==> src/rtl/uart_rx_fifo_if.sv <==
`default_nettype none
// ============================================================================
//  Module      : uart_rx_fifo_if
//  Description : Bus-side signal bundle of the UART receiver: FIFO pop,
//                overrun clear, head word with its error flags and fill level.
//  Revision    : 1.0  initial release
// ============================================================================
interface uart_rx_fifo_if #(
    parameter int DATA_BITS       = 8,
    parameter int FIFO_DEPTH_LOG2 = 4
);
    logic                       read_en;
    logic                       clear_overrun;
    logic                       data_ready;
    logic [DATA_BITS-1:0]       data_out;
    logic                       parity_error;
    logic                       framing_error;
    logic                       overrun;
    logic [FIFO_DEPTH_LOG2:0]   fifo_count;

    // CPU / device side
    modport master (
        output read_en, clear_overrun,
        input  data_ready, data_out, parity_error, framing_error, overrun, fifo_count
    );

    // Receiver side
    modport slave (
        input  read_en, clear_overrun,
        output data_ready, data_out, parity_error, framing_error, overrun, fifo_count
    );
endinterface
`default_nettype wire

==> src/rtl/uart_rx_fifo.sv <==
`default_nettype none
// ============================================================================
//  Module      : uart_rx_fifo
//  Description : Oversampling UART receiver with runtime frame format
//                (parity none/even/odd, one or two stop bits) feeding a
//                first-word-fall-through FIFO of {data, perr, ferr} words.
//  Revision    : 1.0  initial release
// ============================================================================
module uart_rx_fifo #(
    parameter int DATA_BITS       = 8,
    parameter int FIFO_DEPTH_LOG2 = 4,
    parameter int SYNC_STAGES     = 2
) (
    input  logic        clock,
    input  logic        reset_n,
    input  logic [15:0] clock_divider,
    input  logic [1:0]  parity_mode,
    input  logic        two_stop,
    input  logic        rx,
    uart_rx_fifo_if.slave bus
);

    localparam int c_DEPTH  = 1 << FIFO_DEPTH_LOG2;
    localparam int c_WORD_W = DATA_BITS + 2;
    localparam int c_IDX_W  = 4;
    localparam logic [c_IDX_W-1:0]         c_LAST_IDX = c_IDX_W'(DATA_BITS - 1);
    localparam logic [FIFO_DEPTH_LOG2:0]   c_FULL     = {1'b1, {FIFO_DEPTH_LOG2{1'b0}}};

    localparam logic [2:0] c_IDLE   = 3'd0;
    localparam logic [2:0] c_START  = 3'd1;
    localparam logic [2:0] c_DATA   = 3'd2;
    localparam logic [2:0] c_PARITY = 3'd3;
    localparam logic [2:0] c_STOP1  = 3'd4;
    localparam logic [2:0] c_STOP2  = 3'd5;
    localparam logic [2:0] c_BREAK  = 3'd6;

    // ------------------------------------------------------------------
    // Receiver
    // ------------------------------------------------------------------
    logic [SYNC_STAGES-1:0]   r_sync;
    logic                     w_rx_s;
    logic [2:0]               r_state;
    logic [2:0]               w_state_next;
    logic [15:0]              r_div;
    logic [15:0]              r_cnt;
    logic [15:0]              w_div_in;
    logic [1:0]               r_pmode;
    logic                     r_two_stop;
    logic [DATA_BITS-1:0]     r_shift;
    logic [c_IDX_W-1:0]       r_idx;
    logic                     r_perr;
    logic                     r_push;
    logic [c_WORD_W-1:0]      r_push_word;
    logic                     w_sample;
    logic                     w_par_en;
    logic                     w_par_exp;
    logic                     w_start;
    logic                     w_shift;
    logic                     w_perr_set;
    logic                     w_push_set;

    assign w_rx_s    = r_sync[SYNC_STAGES-1];
    assign w_div_in  = (clock_divider < 16'd4) ? 16'd4 : clock_divider;
    assign w_sample  = (r_cnt == r_div);
    assign w_par_en  = (r_pmode == 2'b01) || (r_pmode == 2'b10);
    assign w_par_exp = (^r_shift) ^ (r_pmode == 2'b10);

    // Bring the asynchronous rx line into the clock domain; idle level is 1
    always_ff @(posedge clock or negedge reset_n) begin
        if (!reset_n) begin
            r_sync <= '1;
        end else begin
            r_sync <= {r_sync[SYNC_STAGES-2:0], rx};
        end
    end

    // Frame state register
    always_ff @(posedge clock or negedge reset_n) begin
        if (!reset_n) begin
            r_state <= c_IDLE;
        end else begin
            r_state <= w_state_next;
        end
    end

    // Next-state and per-sample actions; every decision waits for the sample point
    always_comb begin
        w_state_next = r_state;
        w_start      = 1'b0;
        w_shift      = 1'b0;
        w_perr_set   = 1'b0;
        w_push_set   = 1'b0;
        case (r_state)
            c_IDLE: begin
                if (!w_rx_s) begin
                    w_start      = 1'b1;
                    w_state_next = c_START;
                end
            end
            c_START: begin
                if (w_sample) begin
                    w_state_next = w_rx_s ? c_IDLE : c_DATA;
                end
            end
            c_DATA: begin
                if (w_sample) begin
                    w_shift = 1'b1;
                    if (r_idx == c_LAST_IDX) begin
                        w_state_next = w_par_en ? c_PARITY : c_STOP1;
                    end
                end
            end
            c_PARITY: begin
                if (w_sample) begin
                    w_perr_set   = (w_rx_s != w_par_exp);
                    w_state_next = c_STOP1;
                end
            end
            c_STOP1: begin
                if (w_sample) begin
                    if (r_two_stop && w_rx_s) begin
                        w_state_next = c_STOP2;
                    end else begin
                        w_push_set   = 1'b1;
                        w_state_next = w_rx_s ? c_IDLE : c_BREAK;
                    end
                end
            end
            c_STOP2: begin
                if (w_sample) begin
                    w_push_set   = 1'b1;
                    w_state_next = w_rx_s ? c_IDLE : c_BREAK;
                end
            end
            c_BREAK: begin
                if (w_rx_s) begin
                    w_state_next = c_IDLE;
                end
            end
            default: begin
                w_state_next = c_IDLE;
            end
        endcase
    end

    // Bit timing, configuration latch, data shifter and the registered push request.
    // The counter is preloaded to half a bit so samples land mid-bit.
    always_ff @(posedge clock or negedge reset_n) begin
        if (!reset_n) begin
            r_div       <= 16'd4;
            r_cnt       <= 16'd1;
            r_pmode     <= 2'b00;
            r_two_stop  <= 1'b0;
            r_shift     <= '0;
            r_idx       <= '0;
            r_perr      <= 1'b0;
            r_push      <= 1'b0;
            r_push_word <= '0;
        end else begin
            r_push <= w_push_set;
            if (w_push_set) begin
                // The final stop sample alone decides ferr: an earlier bad stop
                // would already have caused the push.
                r_push_word <= {r_shift, r_perr, ~w_rx_s};
            end
            if (w_start) begin
                r_div      <= w_div_in;
                r_pmode    <= parity_mode;
                r_two_stop <= two_stop;
                r_cnt      <= {1'b0, w_div_in[15:1]} + 16'd1;
                r_perr     <= 1'b0;
                r_idx      <= '0;
            end else if ((r_state != c_IDLE) && (r_state != c_BREAK)) begin
                r_cnt <= w_sample ? 16'd1 : (r_cnt + 16'd1);
            end
            if (w_shift) begin
                r_shift <= {w_rx_s, r_shift[DATA_BITS-1:1]};
                r_idx   <= r_idx + c_IDX_W'(1);
            end
            if (w_perr_set) begin
                r_perr <= 1'b1;
            end
        end
    end

    // ------------------------------------------------------------------
    // First-word-fall-through FIFO
    // ------------------------------------------------------------------
    logic [c_WORD_W-1:0]          r_mem [c_DEPTH];
    logic [FIFO_DEPTH_LOG2-1:0]   r_wr_ptr;
    logic [FIFO_DEPTH_LOG2-1:0]   r_rd_ptr;
    logic [FIFO_DEPTH_LOG2:0]     r_count;
    logic [c_WORD_W-1:0]          r_hold;
    logic                         r_overrun;
    logic [c_WORD_W-1:0]          w_head;
    logic [c_WORD_W-1:0]          w_out;
    logic                         w_empty;
    logic                         w_full;
    logic                         w_pop;
    logic                         w_wr;
    logic                         w_drop;

    assign w_empty = (r_count == '0);
    assign w_full  = (r_count == c_FULL);
    assign w_pop   = bus.read_en && !w_empty;
    // A push into a full FIFO still lands if a pop frees the slot this cycle
    assign w_wr    = r_push && (!w_full || w_pop);
    assign w_drop  = r_push && w_full && !w_pop;
    assign w_head  = r_mem[r_rd_ptr];
    // When empty, present the last head seen so outputs hold steady
    assign w_out   = w_empty ? r_hold : w_head;

    // Storage array; contents are only meaningful between the pointers
    always_ff @(posedge clock) begin
        if (w_wr) begin
            r_mem[r_wr_ptr] <= r_push_word;
        end
    end

    // Pointers, fill level, hold register and sticky overrun (set beats clear)
    always_ff @(posedge clock or negedge reset_n) begin
        if (!reset_n) begin
            r_wr_ptr  <= '0;
            r_rd_ptr  <= '0;
            r_count   <= '0;
            r_hold    <= '0;
            r_overrun <= 1'b0;
        end else begin
            if (w_wr) begin
                r_wr_ptr <= r_wr_ptr + FIFO_DEPTH_LOG2'(1);
            end
            if (w_pop) begin
                r_rd_ptr <= r_rd_ptr + FIFO_DEPTH_LOG2'(1);
            end
            case ({w_wr, w_pop})
                2'b10:   r_count <= r_count + (FIFO_DEPTH_LOG2 + 1)'(1);
                2'b01:   r_count <= r_count - (FIFO_DEPTH_LOG2 + 1)'(1);
                default: r_count <= r_count;
            endcase
            if (!w_empty) begin
                r_hold <= w_head;
            end
            if (w_drop) begin
                r_overrun <= 1'b1;
            end else if (bus.clear_overrun) begin
                r_overrun <= 1'b0;
            end
        end
    end

    assign bus.data_ready    = !w_empty;
    assign bus.data_out      = w_out[c_WORD_W-1:2];
    assign bus.parity_error  = w_out[1];
    assign bus.framing_error = w_out[0];
    assign bus.overrun       = r_overrun;
    assign bus.fifo_count    = r_count;

endmodule
`default_nettype wire

==> src/flat_wrapper.sv <==
// flat-port wrapper written by rule: the top's interface ports become plain ports
module uart_rx_fifo_flat 
#(
    parameter int DATA_BITS       = 8,
    parameter int FIFO_DEPTH_LOG2 = 4,
    parameter int SYNC_STAGES     = 2
)
  (clock, reset_n, clock_divider, parity_mode, two_stop, rx, bus_read_en, bus_clear_overrun, bus_data_ready, bus_data_out, bus_parity_error, bus_framing_error, bus_overrun, bus_fifo_count);
  uart_rx_fifo_if #(.DATA_BITS(DATA_BITS), .FIFO_DEPTH_LOG2(FIFO_DEPTH_LOG2)) bus_i ();
  input  logic clock;
  input  logic reset_n;
  input  logic [15:0] clock_divider;
  input  logic [1:0] parity_mode;
  input  logic two_stop;
  input  logic rx;
  input wire logic [$bits(bus_i.read_en)-1:0] bus_read_en;
  input wire logic [$bits(bus_i.clear_overrun)-1:0] bus_clear_overrun;
  output wire logic [$bits(bus_i.data_ready)-1:0] bus_data_ready;
  output wire logic [$bits(bus_i.data_out)-1:0] bus_data_out;
  output wire logic [$bits(bus_i.parity_error)-1:0] bus_parity_error;
  output wire logic [$bits(bus_i.framing_error)-1:0] bus_framing_error;
  output wire logic [$bits(bus_i.overrun)-1:0] bus_overrun;
  output wire logic [$bits(bus_i.fifo_count)-1:0] bus_fifo_count;
  assign bus_i.read_en = bus_read_en;
  assign bus_i.clear_overrun = bus_clear_overrun;
  assign bus_data_ready = bus_i.data_ready;
  assign bus_data_out = bus_i.data_out;
  assign bus_parity_error = bus_i.parity_error;
  assign bus_framing_error = bus_i.framing_error;
  assign bus_overrun = bus_i.overrun;
  assign bus_fifo_count = bus_i.fifo_count;
  uart_rx_fifo #(.DATA_BITS(DATA_BITS), .FIFO_DEPTH_LOG2(FIFO_DEPTH_LOG2), .SYNC_STAGES(SYNC_STAGES)) u_core (.clock(clock), .reset_n(reset_n), .clock_divider(clock_divider), .parity_mode(parity_mode), .two_stop(two_stop), .rx(rx), .bus(bus_i));
endmodule
==> config.mk <==
export PLATFORM = sky130hd
export DESIGN_NAME = uart_rx_fifo_flat
export DESIGN_NICKNAME = d
export VERILOG_FILES = /design/src/rtl/uart_rx_fifo_if.sv /design/src/rtl/uart_rx_fifo.sv /design/src/flat_wrapper.sv
export SDC_FILE = /design/constraint.sdc
export NUM_CORES = 1
export LEC_CHECK = 0
export ABC_AREA = 1
export CAP_MARGIN = 0
export CORE_MARGIN = 4
export CORE_UTILIZATION = 66
export CTS_CLUSTER_SIZE = 28
export DETAILED_ROUTE_END_ITERATION = 12
export GPL_ROUTABILITY_DRIVEN = 0
export HOLD_SLACK_MARGIN = 0.12
export PLACE_DENSITY = 0.85
export SYNTH_ARGS = -nofsm -noshare
export SYNTH_HDL_FRONTEND = slang
export SYNTH_SLANG_ARGS = --single-unit
==> constraint.sdc <==
create_clock -name clock -period 6.7 [get_ports clock]
set_input_delay 0.67 -clock clock [delete_from_list [all_inputs] [get_ports clock]]
set_output_delay 0.67 -clock clock [all_outputs]
set_load 0.02 [all_outputs]
==> flow_metrics.tcl, run 1 <==
set metrics [dict create \
    fmax_mhz 233 \
    synthesis.area_per_instance_sq_um 9.90 \
    power_density_nw_per_um2 398 \
    global_route_wire_length_before_repair_um 39800 \
    fin_skew_ns 0.0110 \
    timing.setup.tns_ns 0 \
    grtUsageTotal_pct 25.8 \
    antenna_cells_inserted 0 \
    drt-total-wl_um 25100 \
    endpoints_failing_hold 0 \
    critPathKind "flop to output pin" \
    route.antenna.remaining_nets 0 \
    cts_made_buffers 24 \
    power_leakage_nw 4.78 \
    synth-simple-area-share_pct 17.8 \
    cts_max_level 1 \
    routed_wire_length_per_instance_um 17.9 \
    critical-path-max-stage-delay_ns 0.74 \
    seq_area_frac_synth_pct 62.2 \
    synth_adder_area_share_pct 1.62 \
    drv_slew 0 \
    worstPathCellList "inv_2 > buf_4 > o21ai_0 > o211ai_1 > nand3_1 > a31oi_1 > clkdlybuf4s50_1" \
    synthMuxAreaShare_pct 0 \
    final.period_utilization_pct 64.0 \
    postSynthCellCount 1139 \
    max_slew_margin_pct 19.2 \
    layout-drive-gt1-share_pct 6.18 \
    route.vias.total 8248 \
    vias_in_the_first_global_route 7750 \
    grt-ovfl-total 0 \
    ios 41 \
    fp.dieW_um 139 \
    run_status "complete, no violations" \
    dp_hpwl_um 15600 \
    worst-endpoint-required_ns 6.03 \
    cts_tree "done" \
    setup_repair_after_global_routing_missed_its_margin "false" \
    clock_latency_at_the_later_pin_of_the_worst_skew_pair_ns 0.52 \
    synth.net_count 1177 \
    cts.sink_count 248 \
    synth_area_in_compound_gates_pct 11.1 \
    buffer_ports.inserted 40 \
    critPathMaxFanout 81 \
    synthXorXnorAreaFrac_pct 2.10 \
    finalCoreUtilization_pct 75.2 \
    grtUsageMet2_pct 43.5 \
    detailedRoute.firstPassIterationCount 5 \
    synth-seq-cells 248 \
    dieHeight_um 139 \
    yosys_warnings 0 \
    ir_drop_v 0.000383 \
    route.detailed.vias_per_inst 5.88 \
    clockBufferDepth 3 \
    worstSetupStartpointType "flop" \
    critPathCaptureType "output pin" \
    drc 0 \
    period_needed_ns 4.29 \
    postCtsResizedCells 0 \
    number_of_antenna_violations_at_the_first_check_in_global_routing 0 \
    area.growth.synth_to_final_pct 11.0 \
    arrival_ns 3.62 \
    crit_path_top_delay_cell "sky130_fd_sc_hd__dfrtp_2" \
    drv.max_cap_violation_count 0 \
    globalRouteMet1Util_pct 35.4 \
    grt.busiest_layer "met2" \
    largest_family_of_logic_cells_by_synthesized_area "simple AND/OR/NAND/NOR gates" \
    hp-class "flop to flop" \
    synth.distinct_cells 40 \
    synth_area_sq_um 11300 \
    grt_start_max_net_pins 84 \
    floorplan.rows 47 \
    initial_utilization_pct 67.8 \
    clkTransAtPathRegs_ns 0.06 \
    setup-violations-final 0 \
    ctsRootBufferMaster "sky130_fd_sc_hd__clkbuf_16" \
    drt-initial-drc-count 850 \
    nNetsFinal 1202 \
    worstMarginPinSlew_ns 1.21 \
    met3_usage_pct 3.48 \
    die_area_sq_um 19200 \
    placeableCoreArea_sq_um 16600 \
]
[sequential cells by signal, indices dropped and copies added, names as in the netlist]
name / count
u_core.r_two_stop: 1
u_core.r_idx: 4
u_core.r_push: 1
u_core.r_rd_ptr: 4
u_core.r_div: 16
u_core.r_shift: 8
u_core.r_state: 3
u_core.r_push_word: 10
u_core.r_pmode: 2
u_core.r_hold: 10
u_core.bus.overrun: 1
u_core.r_cnt: 16
u_core.r_perr: 1
u_core.r_wr_ptr: 4
u_core.bus.fifo_count: 5
u_core.r_sync: 2
u_core.r_mem: 160
[per-layer routing]
layer	vias up	wire (um)
li1	3921	-
met1	3916	10100
met2	368	12400
met3	43	1920
met4	0	608
met5	-	0
[worst max-delay path, delay by kind of cell (launching register included)]
family	cells	cell delay [ns]
compound gates	3	0.77
flops	1	0.74
buf+inv	3	1.41
simple gates	1	0.13
[repair_timing]
action / CTS / global route
hold buffers: 1 / 0
endpoints found under the hold margin: 10 / 0
buffers inserted: 0 / 0
[worst paths after layout]
check / from / end / slack (ns) / depth (start not counted)
setup / recovery: u_core.r_rd_ptr[0] / bus_framing_error / 2.41 / 7
hold / removal: u_core.r_sync[0] / u_core.r_sync[1] / 0.36 / 0
setup reg to reg: u_core.bus.fifo_count[0] / u_core.bus.fifo_count[4] / 3.90 / 17
hold reg to reg: u_core.r_sync[0] / u_core.r_sync[1] / 0.36 / 0
max in group asynchronous: reset_n / u_core.r_rd_ptr[1] / 4.93 / 3
min in group asynchronous: reset_n / u_core.r_hold[0] / 0.54 / 2
[power by group]
| group | internal [W] | total [W] | switching (W) |
|---|---|---|---|
| Clock | 0.000718 | 0.00127 | 0.000549 |
| Sequential | 0.00179 | 0.00201 | 0.000215 |
| Combinational | 0.000607 | 0.00170 | 0.00110 |
| Total | 0.00312 | 0.00498 | 0.00186 |
[cell families after synthesis]
kind of cell               count (synthesis)
adders and majority gates                 14
xor gates and xnor gates                  27
buffers and inverters                    143
DFF                                      248
AOI/OAI and AO/OA                        219
and+or+nand+nor                          488
[cells in the mapped netlist (all sizes together)]
library cell / n / area share [%]
nor3: 7 / 0.31
and2: 2 / 0.11
nand3: 55 / 2.4
edfxtp: 160 / 43
o21bai: 2 / 0.13
o211ai: 43 / 2.9
nand2: 198 / 6.7
o21a: 1 / 0.067
ha: 13 / 1.4
xor2: 21 / 1.6
clkinv: 2 / 0.078
nand3b: 1 / 0.067
dfrtp: 84 / 19
buf: 23 / 1.2
a21oi: 12 / 0.53
o2111ai: 1 / 0.078
o31ai: 1 / 0.067
dfstp: 4 / 0.93
nor2: 208 / 7.2
fa: 1 / 0.18
xnor2: 6 / 0.47
o21ai: 143 / 6.5
a31oi: 16 / 0.89
inv: 91 / 3.0
clkbuf: 27 / 0.90
or2: 3 / 0.17
nand4: 14 / 0.78
[placed cells by master, fill, tap and decap left out, types with 2 or more instances in the layout]
master                            Yosys  final
sky130_fd_sc_hd__clkdlybuf4s50_1      0     39
sky130_fd_sc_hd__xor2_1              21     21
sky130_fd_sc_hd__nor2_1             202    202
sky130_fd_sc_hd__clkbuf_16            0     24
sky130_fd_sc_hd__o21bai_1             2      2
sky130_fd_sc_hd__nor3_1               7      7
sky130_fd_sc_hd__a21oi_1             12     12
sky130_fd_sc_hd__ha_1                13     13
sky130_fd_sc_hd__edfxtp_1           160    160
sky130_fd_sc_hd__and2_1               2      2
sky130_fd_sc_hd__o211ai_1            43     43
sky130_fd_sc_hd__o21ai_0            130    130
sky130_fd_sc_hd__inv_1               80     80
sky130_fd_sc_hd__nand2_1            196    196
sky130_fd_sc_hd__buf_4                3      9
sky130_fd_sc_hd__dfrtp_2              0      2
sky130_fd_sc_hd__a31oi_1             16     16
sky130_fd_sc_hd__dfrtp_1             84     82
sky130_fd_sc_hd__o21ai_2              4      4
sky130_fd_sc_hd__xnor2_1              6      6
sky130_fd_sc_hd__dfstp_2              4      4
sky130_fd_sc_hd__nand3_1             55     55
sky130_fd_sc_hd__inv_2               11     11
sky130_fd_sc_hd__o21ai_1              9      9
sky130_fd_sc_hd__clkinv_1             1      2
sky130_fd_sc_hd__clkinv_2             1      5
sky130_fd_sc_hd__nand4_1             14     14
sky130_fd_sc_hd__or2_2                2      2
sky130_fd_sc_hd__clkbuf_1            27     11
sky130_fd_sc_hd__nor2_2               4      4
[metrics by stage]
step	power (W)	setup WS [ns]	hold slack, ns	area, sq um	std cells
finish	0.00498	2.41	0.358	12500	1402
global route	0.00527	2.27	0.360	12500	1402
CTS	0.00497	2.45	0.360	12500	1402
detailed placement	0.00370	3.03	0.351	11800	1357
global placement	0.00363	3.15	0.347	11800	1357
floorplan	0.00317	4.31	0.345	11300	1139
[layout make-up]
cell class,count,area [sq um]
Sequential cell,248,7010
Clock buffer,36,656
Timing Repair Buffer,49,468
Clock inverter,8,77.6
Tap cell,220,275
Multi-Input combinational cell,748,3680
Fill cell,1099,4130
Inverter,93,350
(Power assumes the default switching activity.)
==> run 2: changes to the inputs <==
Settings changed: CORE_UTILIZATION 66 to 61, PLACE_DENSITY 0.85 to 0.8.
Clock period 6.7 ns to 4.3 ns, I/O delays scaled along.
==> run 2 against run 1 <==
Effect of this change: non-clock buffer count rose by 1; power rose by 65%; clock power rose by 87%; combinational power grew 62%; clock skew is 0.0062 ns higher; core utilization shrank 4.8 points; sequential power grew 54%; sequential share of layout area is 0.93 points lower; via count grew 0.34%; cell count up 0.86%.
==> flow_metrics.tcl, run 2 (synthesized netlist as in run 1, its figures left out) <==
set metrics [dict create \
    max_slew_margin_pct 16.1 \
    top_register "u_core.r_mem" \
    layout_commonest_cell "sky130_fd_sc_hd__nor2_1" \
    hp-class "primary input to flop" \
    run_status "complete, no violations" \
    setup-violations-final 0 \
    critPathMaxFanout 82 \
    critPathCaptureType "output pin" \
    worst-endpoint-required_ns 3.87 \
    seq_area_sq_um 7010 \
    grt-ovfl-total 0 \
    final_critical_path_setup_slack_ns 0.653 \
    layout-drive-gt1-share_pct 6.92 \
    cts_made_buffers 25 \
    antenna_cells_inserted 0 \
    numPlacedInstances 1367 \
    arrival_ns 3.22 \
    post-place-ws_ns 1.23 \
    wl_met3_um 2000 \
    worstMarginPinSlew_ns 1.25 \
    clockBufferDepth 3 \
    drc 0 \
    drv_slew 0 \
    finalCoreUtilization_pct 70.4 \
    vias_in_the_first_global_route 7918 \
    highest-signal-layer "met4" \
    ios 41 \
    route.antenna.remaining_nets 0 \
    dieHeight_um 144 \
    worstSetupStartpointType "flop" \
    number_of_antenna_violations_at_the_first_check_in_global_routing 0 \
    drt-initial-drc-count 864 \
    crit_path_top_delay_cell "sky130_fd_sc_hd__clkdlybuf4s50_1" \
    area.growth.synth_to_final_pct 12.9 \
    period_needed_ns 3.65 \
    largest_registers "u_core.r_mem x160, u_core.r_cnt x16, u_core.r_div x16" \
    dp_hpwl_um 16200 \
    drt-total-wl_um 25800 \
    route.layer.met1.wl_um 10400 \
    drv.max_cap_violation_count 0 \
    final-instance-count-excl-fill 1414 \
    postCtsResizedCells 0 \
    cts_post_setup_buffers_inserted 0 \
    global_route_wire_length_before_repair_um 42000 \
    most-common-layout-cells "202 x sky130_fd_sc_hd__nor2_1, 196 x sky130_fd_sc_hd__nand2_1, 160 x sky130_fd_sc_hd__edfxtp_1" \
    critPathKind "flop to output pin" \
    largest_register_ff_count 160 \
    power_leakage_nw 4.99 \
    grtUsageTotal_pct 25.9 \
    cts_tree "done" \
    timing.setup.tns_ns 0 \
    ir_drop_v 0.000437 \
    grt_start_max_net_pins 83 \
    setup_repair_after_global_routing_missed_its_margin "false" \
    initial_utilization_pct 62.4 \
    fin_skew_ns 0.0172 \
    power_density_nw_per_um2 647 \
    die_area_sq_um 20700 \
    final.period_utilization_pct 84.8 \
    floorplan.rows 49 \
    clkTransAtPathRegs_ns 0.06 \
    fmax_mhz 274 \
    cts_hold_buffers 1 \
    fillers 1324 \
    ctsRootBufferMaster "sky130_fd_sc_hd__clkbuf_16" \
    buffer_ports.inserted 40 \
    nNetsFinal 1204 \
    routed_wire_length_per_instance_um 18.3 \
    clock_latency_at_the_later_pin_of_the_worst_skew_pair_ns 0.54 \
    cts.sink_count 248 \
    r2r_setup_slack_ns 1.48 \
    multi_input_area_sq_um 3680 \
    route.vias.total 8276 \
    fp.dieW_um 144 \
    tightest_hold_margin_ns 0.309 \
    placeableCoreArea_sq_um 18100 \
    met2WireLength_um 12500 \
    detailedRoute.firstPassIterationCount 5 \
    endpoints_failing_hold 0 \
    route.detailed.vias_per_inst 5.85 \
    cts_max_level 1 \
    worstPathCellList "buf_4 > o21ai_0 > o211ai_1 > nand3_1 > a31oi_1 > clkdlybuf4s50_1" \
    critical-path-max-stage-delay_ns 0.65 \
]
==> run 2: path summary, 6_finish.rpt <==
path | startpoint | end | depth (start not counted)
max in group asynchronous | reset_n | u_core.r_pmode[0] | 3
worst min-delay path | rx | u_core.r_sync[0] | 1
worst max-delay path | u_core.r_rd_ptr[0] | bus_data_out[6] | 6
min in group asynchronous | reset_n | u_core.r_rd_ptr[2] | 2
worst min register to register | u_core.r_sync[0] | u_core.r_sync[1] | 0
worst max register to register | u_core.bus.fifo_count[0] | u_core.bus.fifo_count[4] | 17
==> run 2: cell type report <==
class                           instances  area share (%)
Tap cell                              229            2.25
Timing Repair Buffer                   50            3.83
Clock inverter                         12            1.59
Multi-Input combinational cell        748            28.9
Clock buffer                           34            5.57
Sequential cell                       248            55.1
Inverter                               93            2.75
==> run 2: report_power, final <==
group	internal (W)	leakage (nW)	switching, W
clock	0.00146	0.440	0.000910
sequential	0.00280	2.49	0.000300
combinational	0.000984	2.06	0.00178
==> run 2: per-layer routing <==
| layer | up-vias | track usage, % |
|---|---|---|
| met2 | 361 | 43.0 |
| met4 | 0 | 8.18 |
| met3 | 66 | 3.96 |
| li1 | 3930 | - |
| met1 | 3919 | 35.7 |
| met5 | - | 0 |
==> run 2: worst max-delay path, delay by kind of cell, from the launching register on <==
family | cells | cell delay [ns]
AO/OA/AOI/OAI | 3 | 0.87
buffers and inverters | 2 | 1.25
flip-flops | 1 | 0.36
AND/OR/NAND/NOR | 1 | 0.11
==> run 2: stage by stage <==
stage	total power (W)	area (sq um)
3_3_place_gp	0.00579	11800
3_5_place_dp	0.00587	11800
2_1_floorplan	0.00498	11300
4_1_cts	0.00825	12700
6_report	0.00823	12700
5_1_grt	0.00874	12700
==> run 3: changes to the inputs <==
Settings changed: CORE_UTILIZATION 61 to 55, PLACE_DENSITY 0.8 to 0.76.
Clock period 4.3 ns to 2.9 ns, I/O delays scaled along.
==> run 3 against run 2 <==
Effect of this change: register-to-register slack got worse by 1.1 ns; hold slack got worse by 0.13 ns; design area rose by 1.5%; wire length fell by 2.4%; via count fell by 1.2%; critical endpoint is now bus_framing_error; largest cell class unchanged.
==> flow_metrics.tcl, run 3 (synthesized netlist as in run 1, its figures left out) <==
set metrics [dict create \
    antenna_cells_inserted 0 \
    numPlacedInstances 1431 \
    drt-total-wl_um 25200 \
    fmax_mhz 362 \
    ios 41 \
    die_area_sq_um 22900 \
    clkTransAtPathRegs_ns 0.06 \
    fin_skew_ns 0.00965 \
    clock_latency_at_the_later_pin_of_the_worst_skew_pair_ns 0.52 \
    share_clk_of_total_power_pct 26.9 \
    grt-ovfl-total 0 \
    grt_start_max_net_pins 58 \
    switching_power_summed_over_all_nets_w 0.00438 \
    worst-endpoint-required_ns 2.61 \
    setup-violations-final 0 \
    layout_commonest_cell "sky130_fd_sc_hd__nor2_1" \
    fp.dieW_um 151 \
    nNetsFinal 1228 \
    vias_in_the_first_global_route 7838 \
    route.vias.total 8180 \
    hp-class "primary input to flop" \
    route.detailed.vias_per_inst 5.53 \
    initial_utilization_pct 55.9 \
    floorplan.rows 52 \
    power_leakage_nw 5.11 \
    cts_max_level 1 \
    critPathKind "flop to output pin" \
    final_critical_path_setup_slack_ns 0.136 \
    largest_register_ff_count 160 \
    area.growth.synth_to_final_pct 14.6 \
    tightest_hold_margin_ns 0.178 \
    power.total_w 0.0119 \
    endpoints_failing_hold 0 \
    seqPwrFrac_pct 38.2 \
    ctsRootBufferMaster "sky130_fd_sc_hd__clkbuf_16" \
    final.period_utilization_pct 95.3 \
    power.share.combinational_pct 34.9 \
    fillers 1584 \
    max_slew_margin_pct 47.7 \
    drv.max_cap_violation_count 0 \
    grtUsageTotal_pct 22.6 \
    most-common-layout-cells "202 x sky130_fd_sc_hd__nor2_1, 196 x sky130_fd_sc_hd__nand2_1, 160 x sky130_fd_sc_hd__edfxtp_1" \
    p_int_w 0.00751 \
    r2r_setup_slack_ns 0.43 \
    drc 0 \
    post-place-ws_ns 0.299 \
    buffer_ports.inserted 40 \
    layout-drive-gt1-share_pct 8.93 \
    worstSetupStartpointType "flop" \
    final-instance-count-excl-fill 1480 \
    finalCoreUtilization_pct 64.1 \
    critPathMaxFanout 31 \
    run_status "complete, no violations" \
    period_needed_ns 2.76 \
    power_density_nw_per_um2 921 \
    global_route_wire_length_before_repair_um 40500 \
    critPathCaptureType "output pin" \
    drv_slew 0 \
    largest_registers "u_core.r_mem x160, u_core.r_cnt x16, u_core.r_div x16" \
    netSwitchingFraction_pct 36.8 \
    cts.sink_count 248 \
    arrival_ns 2.47 \
    ir_drop_v 0.000621 \
    routed_wire_length_per_instance_um 17.0 \
    placeableCoreArea_sq_um 20200 \
    cts_tree "done" \
    cts_made_buffers 26 \
    route.antenna.remaining_nets 0 \
    dieHeight_um 151 \
    number_of_antenna_violations_at_the_first_check_in_global_routing 0 \
    drt-initial-drc-count 683 \
    dp_hpwl_um 16000 \
    top_register "u_core.r_mem" \
    detailedRoute.firstPassIterationCount 5 \
    clockBufferDepth 3 \
    worstMarginPinSlew_ns 0.785 \
]
[run 3: cell count changes in the layout (fill, tap and decap cells not counted), sizes merged]
cell,before,now
inv,92,91
clkdlybuf4s15,0,2
clkbuf,34,35
clkinv,6,13
dlygate4sd2,0,7
bufinv,5,2
buf,10,33
clkdlybuf4s50,39,29
clkinvlp,2,1
[run 3: per-layer routing]
layer  global-route usage, %  vias to the layer above  part of all wire (%)
li1                        -                     3976                     -
met3                    3.29                       52                   6.4
met4                    6.66                        0                   2.6
met2                    38.9                      288                    50
met1                    30.0                     3864                    41
met5                       0                        -                     0
[run 3: path summary, 6_finish.rpt]
path	startpoint	endpoint	cells after the start
worst max-delay path	u_core.r_rd_ptr[0]	bus_framing_error	7
worst max register to register	u_core.bus.fifo_count[0]	u_core.bus.fifo_count[4]	16
min in group asynchronous	reset_n	u_core.r_hold[2]	2
worst min register to register	u_core.r_sync[0]	u_core.r_sync[1]	0
worst min-delay path	rx	u_core.r_sync[0]	1
max in group asynchronous	reset_n	u_core.r_cnt[0]	3
[run 3: area by class of cell]
class                   instances  area (sq um)  share of cell area (%)
multi-input cells             748          3690                    28.6
flip-flops and latches        248          7010                    54.3
inverters                      93           350                    2.71
well taps                     270           338                    2.61
clock buffers                  34           712                    5.51
repair buffers                 73           692                    5.36
clock inverters                14           119                   0.920
[run 3: repair_timing]
action | 4_1_cts | 5_1_grt
gates resized for setup | 12 | 7
setup endpoints to repair | 10 | 5
setup buffers | 0 | 0
hold buffers | 1 | 0
endpoints found under the hold margin | 38 | 0
[run 3: power by group through the flow]
stage                     clock, W  combinational, W  sequential, W
final                      0.00320           0.00415        0.00455
after global placement           0           0.00411        0.00458
after detailed placement         0           0.00420        0.00460
after global routing       0.00342           0.00468        0.00460
after floorplan                  0           0.00289        0.00450
after CTS                  0.00327           0.00414        0.00454
[run 3: worst max-delay path, stage by stage (launching register included)]
cell	delay, ns
sky130_fd_sc_hd__dfrtp_2	0.45
sky130_fd_sc_hd__inv_2	0.18
sky130_fd_sc_hd__buf_12	0.20
sky130_fd_sc_hd__nor2_1	0.06
sky130_fd_sc_hd__o211ai_1	0.25
sky130_fd_sc_hd__nand3_1	0.17
sky130_fd_sc_hd__a31oi_2	0.27
sky130_fd_sc_hd__dlygate4sd2_1	0.36
[run 3: per-stage QoR]
stage                     setup TNS [ns]  cell area [sq um]
after floorplan                        0              11300
after global placement                 0              12100
after detailed placement               0              12100
after CTS                              0              12900
after global routing             -0.0255              12900
final                                  0              12900
==> RTL edit 1: new RTL, flow settings as in run 3 <==
`SYNC_STAGES` is set to 2 in 2 places; all go to 4.
--- a/src/rtl/uart_rx_fifo.sv
+++ b/src/rtl/uart_rx_fifo.sv
@@ -11,3 +11,3 @@
     parameter int FIFO_DEPTH_LOG2 = 4,
-    parameter int SYNC_STAGES     = 2
+    parameter int SYNC_STAGES     = 4
 ) (
--- a/src/flat_wrapper.sv
+++ b/src/flat_wrapper.sv
@@ -5,3 +5,3 @@
     parameter int FIFO_DEPTH_LOG2 = 4,
-    parameter int SYNC_STAGES     = 2
+    parameter int SYNC_STAGES     = 4
 )
Formal check against the unedited RTL: no difference found for any inputs over 10 cycles, from zero or initial values and one cycle with reset_n low; that may be too few to reach the edited logic, so the function may still have changed.
==> RTL edit 1 against run 3 <==
  * Maximum frequency shrank 1.7%
  * Power grew 2.9%
  * Area after synthesis grew 0.87%
  * Final area grew 0.78%
  * Synthesized cell count grew 0.53%
  * Sequential share of layout area is essentially flat
  * Sequential cell count grew 2
  * First-iteration DRC count grew 15%
  * Routed wire length grew 2.3%
  * Setup slack lost 49 ps
  * Critical path depth is the same
  * Critical path type unchanged
  * Largest cell class unchanged
==> RTL edit 1: results (changes against run 3) <==
- Ys async rst share: 36.0% (+0.52 points)
- Place WS: 228 ps (-70.7 ps)
- Placed Area: 12100 um2 (+0.40%)
- Hold Path Class: in2reg
- Clock transition at path regs: 60 ps (about the same)
- WHS Path Cells: 1 (unchanged)
- EDFF count, synth: 160 (unchanged)
- Fillers: 1627 (+2.7%)
- Skew-Pair Late Insertion Delay: 550 ps (+30 ps)
- H-tree Lvls: 1 (unchanged)
- Lkg Pwr: 5.35 nW (+4.9%)
- First-pass iteration count of the detailed router: 5 (unchanged)
- Worst r2r dst: u_core.bus.fifo_count[4]$_DFFE_PN0P_
- Tot GR Track Use: 22.2% (-0.44 points)
- Synthesis Warnings: 0 (unchanged)
- Crit-path max cell delay: 450 ps (about the same)
- N_diodes: 0 (unchanged)
- Inst Count DP: 1429 (-0.14%)
- NetSw: 0.00456 W (+4.0%)
- First-pass GRT wire length: 42100 um (+3.9%)
- Hold wc startpoint: rx
- Hold Path End: u_core.r_sync[0]$_DFF_PN1_
- Final nets: 1230 (+0.16%)
- Synth top cells by count: 206 x nor2_1, 203 x nand2_1, 160 x edfxtp_1
- Largest net degree at the start of global routing: 53 (-8.6%)
- Biggest regs: u_core.r_mem: 160 flops, u_core.r_cnt: 16 flops, u_core.r_div: 16 flops
- Arrival time at the worst endpoint: 2520 ps (+50 ps)
- Worst r2r src: u_core.bus.fifo_count[0]$_DFFE_PN0P_
- Hold Slack: 154 ps (-23.9 ps)
- Largest cells by area after synthesis: edfxtp_1 42%, dfrtp_1 18%, nor2_1 6.8%
- Worst Tran Pin Value: 1060 ps (+277 ps)
- DP Wirelength: 16100 um (+0.20%)
- Post-synthesis sequential area ratio: 62.1% (-0.071 points)
- CP max FO: 41 (+32%)
- Worst vdd ir: 449 uV (-28%)
- Fmax: 0.356 GHz (-1.7%)
- Root buffer cell: clkbuf_16
- Outcome: finished clean
- Worst R2R Path Depth: 16 (unchanged)
- Final Util: 64.1% (+0.089 points)
- Via count: 8327 (+1.8%)
- CTS max path bufs: 3 (unchanged)
- WL final: 25800 um (+2.3%)
- Family with the most delay on the worst path: buffers and inverters
- Port Buffers: 40 (unchanged)
- Layout cells sized above 1: 8.49% (-0.43 points)
- Unique masters post-synth: 39 (-2.5%)
- Avg Inst Size Synth: 9.93 um2 (+0.34%)
- CTS Buf Count: 27 (+3.8%)
- Initial antenna violation count: 0 (unchanged)
- Worst reg2reg setup slack: 280 ps (-150 ps)
- Clock Skew: 29.2 ps (+19.6 ps)
- 1st-iter DRT viols: 788 (+15%)
- Worst path slowest cell: dfrtp_2
- Vias in the first global route: 7972 (+1.7%)
- Non-filler cells in the finished layout: 1483 (+0.20%)
==> RTL edit 1: changes by cell type after synthesis, moves of 3 or more <==
cell / run 3 / this run
xor2_1: 21 / 25
o21ai_2: 4 / 9
nand2_1: 196 / 203
o21ai_0: 130 / 120
nor2_1: 202 / 206
o21ai_1: 9 / 3
inv_2: 11 / 8
a21oi_1: 12 / 17
==> RTL edit 1: how the worst max path moves through the flow <==
stage	startpoint	endpoint	depth (start not counted)
2_1_floorplan	u_core.bus.fifo_count[0]$_DFFE_PN0P_	u_core.bus.fifo_count[4]$_DFFE_PN0P_	16
3_3_place_gp	clock_divider[15]	u_core.r_cnt[14]$_DFFE_PN0P_	16
3_5_place_dp	clock_divider[15]	u_core.r_cnt[12]$_DFFE_PN0P_	17
4_1_cts	u_core.r_rd_ptr[1]$_DFFE_PN0N_	bus_data_out[7]	7
5_1_grt	u_core.r_rd_ptr[0]$_DFFE_PN0N_	bus_data_out[6]	7
6_report	u_core.r_rd_ptr[1]$_DFFE_PN0N_	bus_data_out[7]	7
==> RTL edit 1: per-layer routing <==
| metal | vias to the layer above | wire length (um) | GRT usage [%] |
|---|---|---|---|
| li1 | 3987 | - | - |
| met5 | - | 0 | 0 |
| met1 | 3965 | 11200 | 31.8 |
| met2 | 317 | 12200 | 35.7 |
| met3 | 58 | 1730 | 3.21 |
| met4 | 0 | 731 | 6.59 |
==> RTL edit 1: kinds of logic (layout without fill, tap and decap cells) <==
family	count (synthesis)	count (layout)	share of synthesized area [%]
fa+ha+maj	14	14	1.61
compound gates	213	213	10.9
buf+inv	138	206	4.97
simple gates	500	500	18.1
xor+xnor	30	30	2.31
flops	250	250	62.1
==> RTL edit 1: area by class of cell <==
cell class | count | area share [%]
sequential | 250 | 54.3
timing repair buffer | 65 | 5.11
tap | 270 | 2.59
clock buffer | 36 | 5.76
clock inverter | 14 | 0.836
inverter | 91 | 2.67
multi-input combinational | 757 | 28.8
==> RTL edit 1: timing repair <==
item,4_1_cts,5_1_grt
pin swaps,0,0
hold buffers,1,0
gates cloned,1,0
endpoints found under the hold margin,43,0
setup endpoints to repair,10,2
resized for setup,10,2
buffers inserted,2,0
==> RTL edit 1: power by group through the flow <==
stage                     clock network [W]  logic (W)  registers [W]
after floorplan                           0    0.00296        0.00455
after global placement                    0    0.00424        0.00461
after CTS                           0.00333    0.00437        0.00455
after detailed placement                  0    0.00432        0.00463
final                               0.00329    0.00438        0.00456
after global routing                0.00350    0.00489        0.00461
==> RTL edit 1: worst reg2reg max path, cell delays in order, from the launching register on <==
cell and delay [ps]:
dfrtp_1 410, inv_1 100, nand4_1 120, or2_0 160
nand2_1 100, inv_1 160, ha_1 260, inv_1 110
fa_1 360, inv_1 90, a21oi_1 70, nor2_1 80
nor2_1 60, nand2_1 50, nand2_1 50, nor2_1 130
xor2_1 220
==> RTL edit 2: new RTL, settings of run 3 <==
Made on the original files. Put a register stage on the output `bus.framing_error`. The value now appears one clock later.
--- a/src/rtl/uart_rx_fifo.sv
+++ b/src/rtl/uart_rx_fifo.sv
@@ -253,3 +253,5 @@
     assign bus.parity_error  = w_out[1];
-    assign bus.framing_error = w_out[0];
+    always_ff @(posedge clock) begin
+        bus.framing_error <= w_out[0];
+    end
     assign bus.overrun       = r_overrun;
Check against the original RTL: no difference found for any inputs over 10 cycles, from zero or initial values and one cycle with reset_n low; that may be too few to reach the edited logic, so the function may still have changed.
==> RTL edit 2 against run 3 <==
  * Area after synthesis up 0.71%
  * Sequential cell count is 1 higher
  * Power is 1.1% higher
  * Non-clock buffer count unchanged
  * Final area is 0.41% higher
  * Synthesized cell count grew 0.79%
  * Sequential power barely moved
  * Setup slack worse by 7.6 ps
  * Global-route usage is 0.20 points lower
  * Routed wire length up 1.5%
  * Critical path depth unchanged
  * First-iteration DRC count increased by 8.2%
  * Largest power group unchanged
==> RTL edit 2: results (changes against run 3) <==
- Outcome: finished clean
- Clock Skew: 20.8 ps (+11.2 ps)
- Lkg Pwr: 5.13 nW (+0.46%)
- Post-synthesis sequential area ratio: 61.9% (-0.26 points)
- Layout cells sized above 1: 9.00% (+0.075 points)
- Worst vdd ir: 554 uV (-11%)
- DP Wirelength: 16100 um (+0.38%)
- Via count: 8216 (+0.44%)
- Post-CTS sizing: 11 (-1)
- Avg Inst Size Synth: 9.89 um2 (about the same)
- NetSw: 0.00442 W (+0.76%)
- Slew HR: 47.7% (+0.058 points)
- Largest cells by area after synthesis: edfxtp_1 42%, dfrtp_1 19%, nor2_1 6.7%
- Non-filler cells in the finished layout: 1481 (+0.068%)
- Detailed-route wire length per cell: 17.3 um (+1.5%)
- 1st-iter DRT viols: 739 (+8.2%)
- Synthesized net count: 1186 (+0.76%)
- Minimum clock period: 2770 ps (+7.58 ps)
- Critical Path End: bus_data_out[6]
- Worst r2r src: u_core.bus.fifo_count[1]$_DFFE_PN0P_
- Largest net degree at the start of global routing: 64 (+10%)
- Vias in the first global route: 7940 (+1.3%)
- CP max FO: 40 (+29%)
- Hold Slack: 177 ps (-1.17 ps)
- Placed Area: 12100 um2 (+0.27%)
- Post-synthesis compound-gate area fraction: 11.0% (-0.078 points)
- Place WS: 303 ps (+3.66 ps)
- Ys async rst share: 35.3% (-0.14 points)
- Tot GR Track Use: 22.4% (-0.20 points)
RTL edit 2: power groups by stage:
| stage | sequential [W] | combinational, W | clock [W] |
|---|---|---|---|
| after floorplan | 0.00453 | 0.00304 | 0 |
| after global placement | 0.00459 | 0.00416 | 0 |
| after detailed placement | 0.00460 | 0.00425 | 0 |
| after CTS | 0.00453 | 0.00419 | 0.00336 |
| after global routing | 0.00459 | 0.00466 | 0.00351 |
| final | 0.00454 | 0.00419 | 0.00330 |
RTL edit 2: layout make-up:
class	count	area, um2
Tap cell	270	338
Sequential cell	249	7030
Timing Repair Buffer	73	699
Clock buffer	36	738
Inverter	93	350
Clock inverter	12	124
Multi-Input combinational cell	748	3690
Fill cell	1581	7330
RTL edit 2: per-layer routing:
layer  GRT usage [%]  share of wire [%]  wire length (um)  vias to the layer above
li1                -                  -                 -                     3980
met1            30.0                 42             10700                     3920
met2            38.6                 50             12800                      267
met3            3.15                5.8              1490                       49
met4            6.33                2.2               574                        0
met5               0                  0                 0                        -
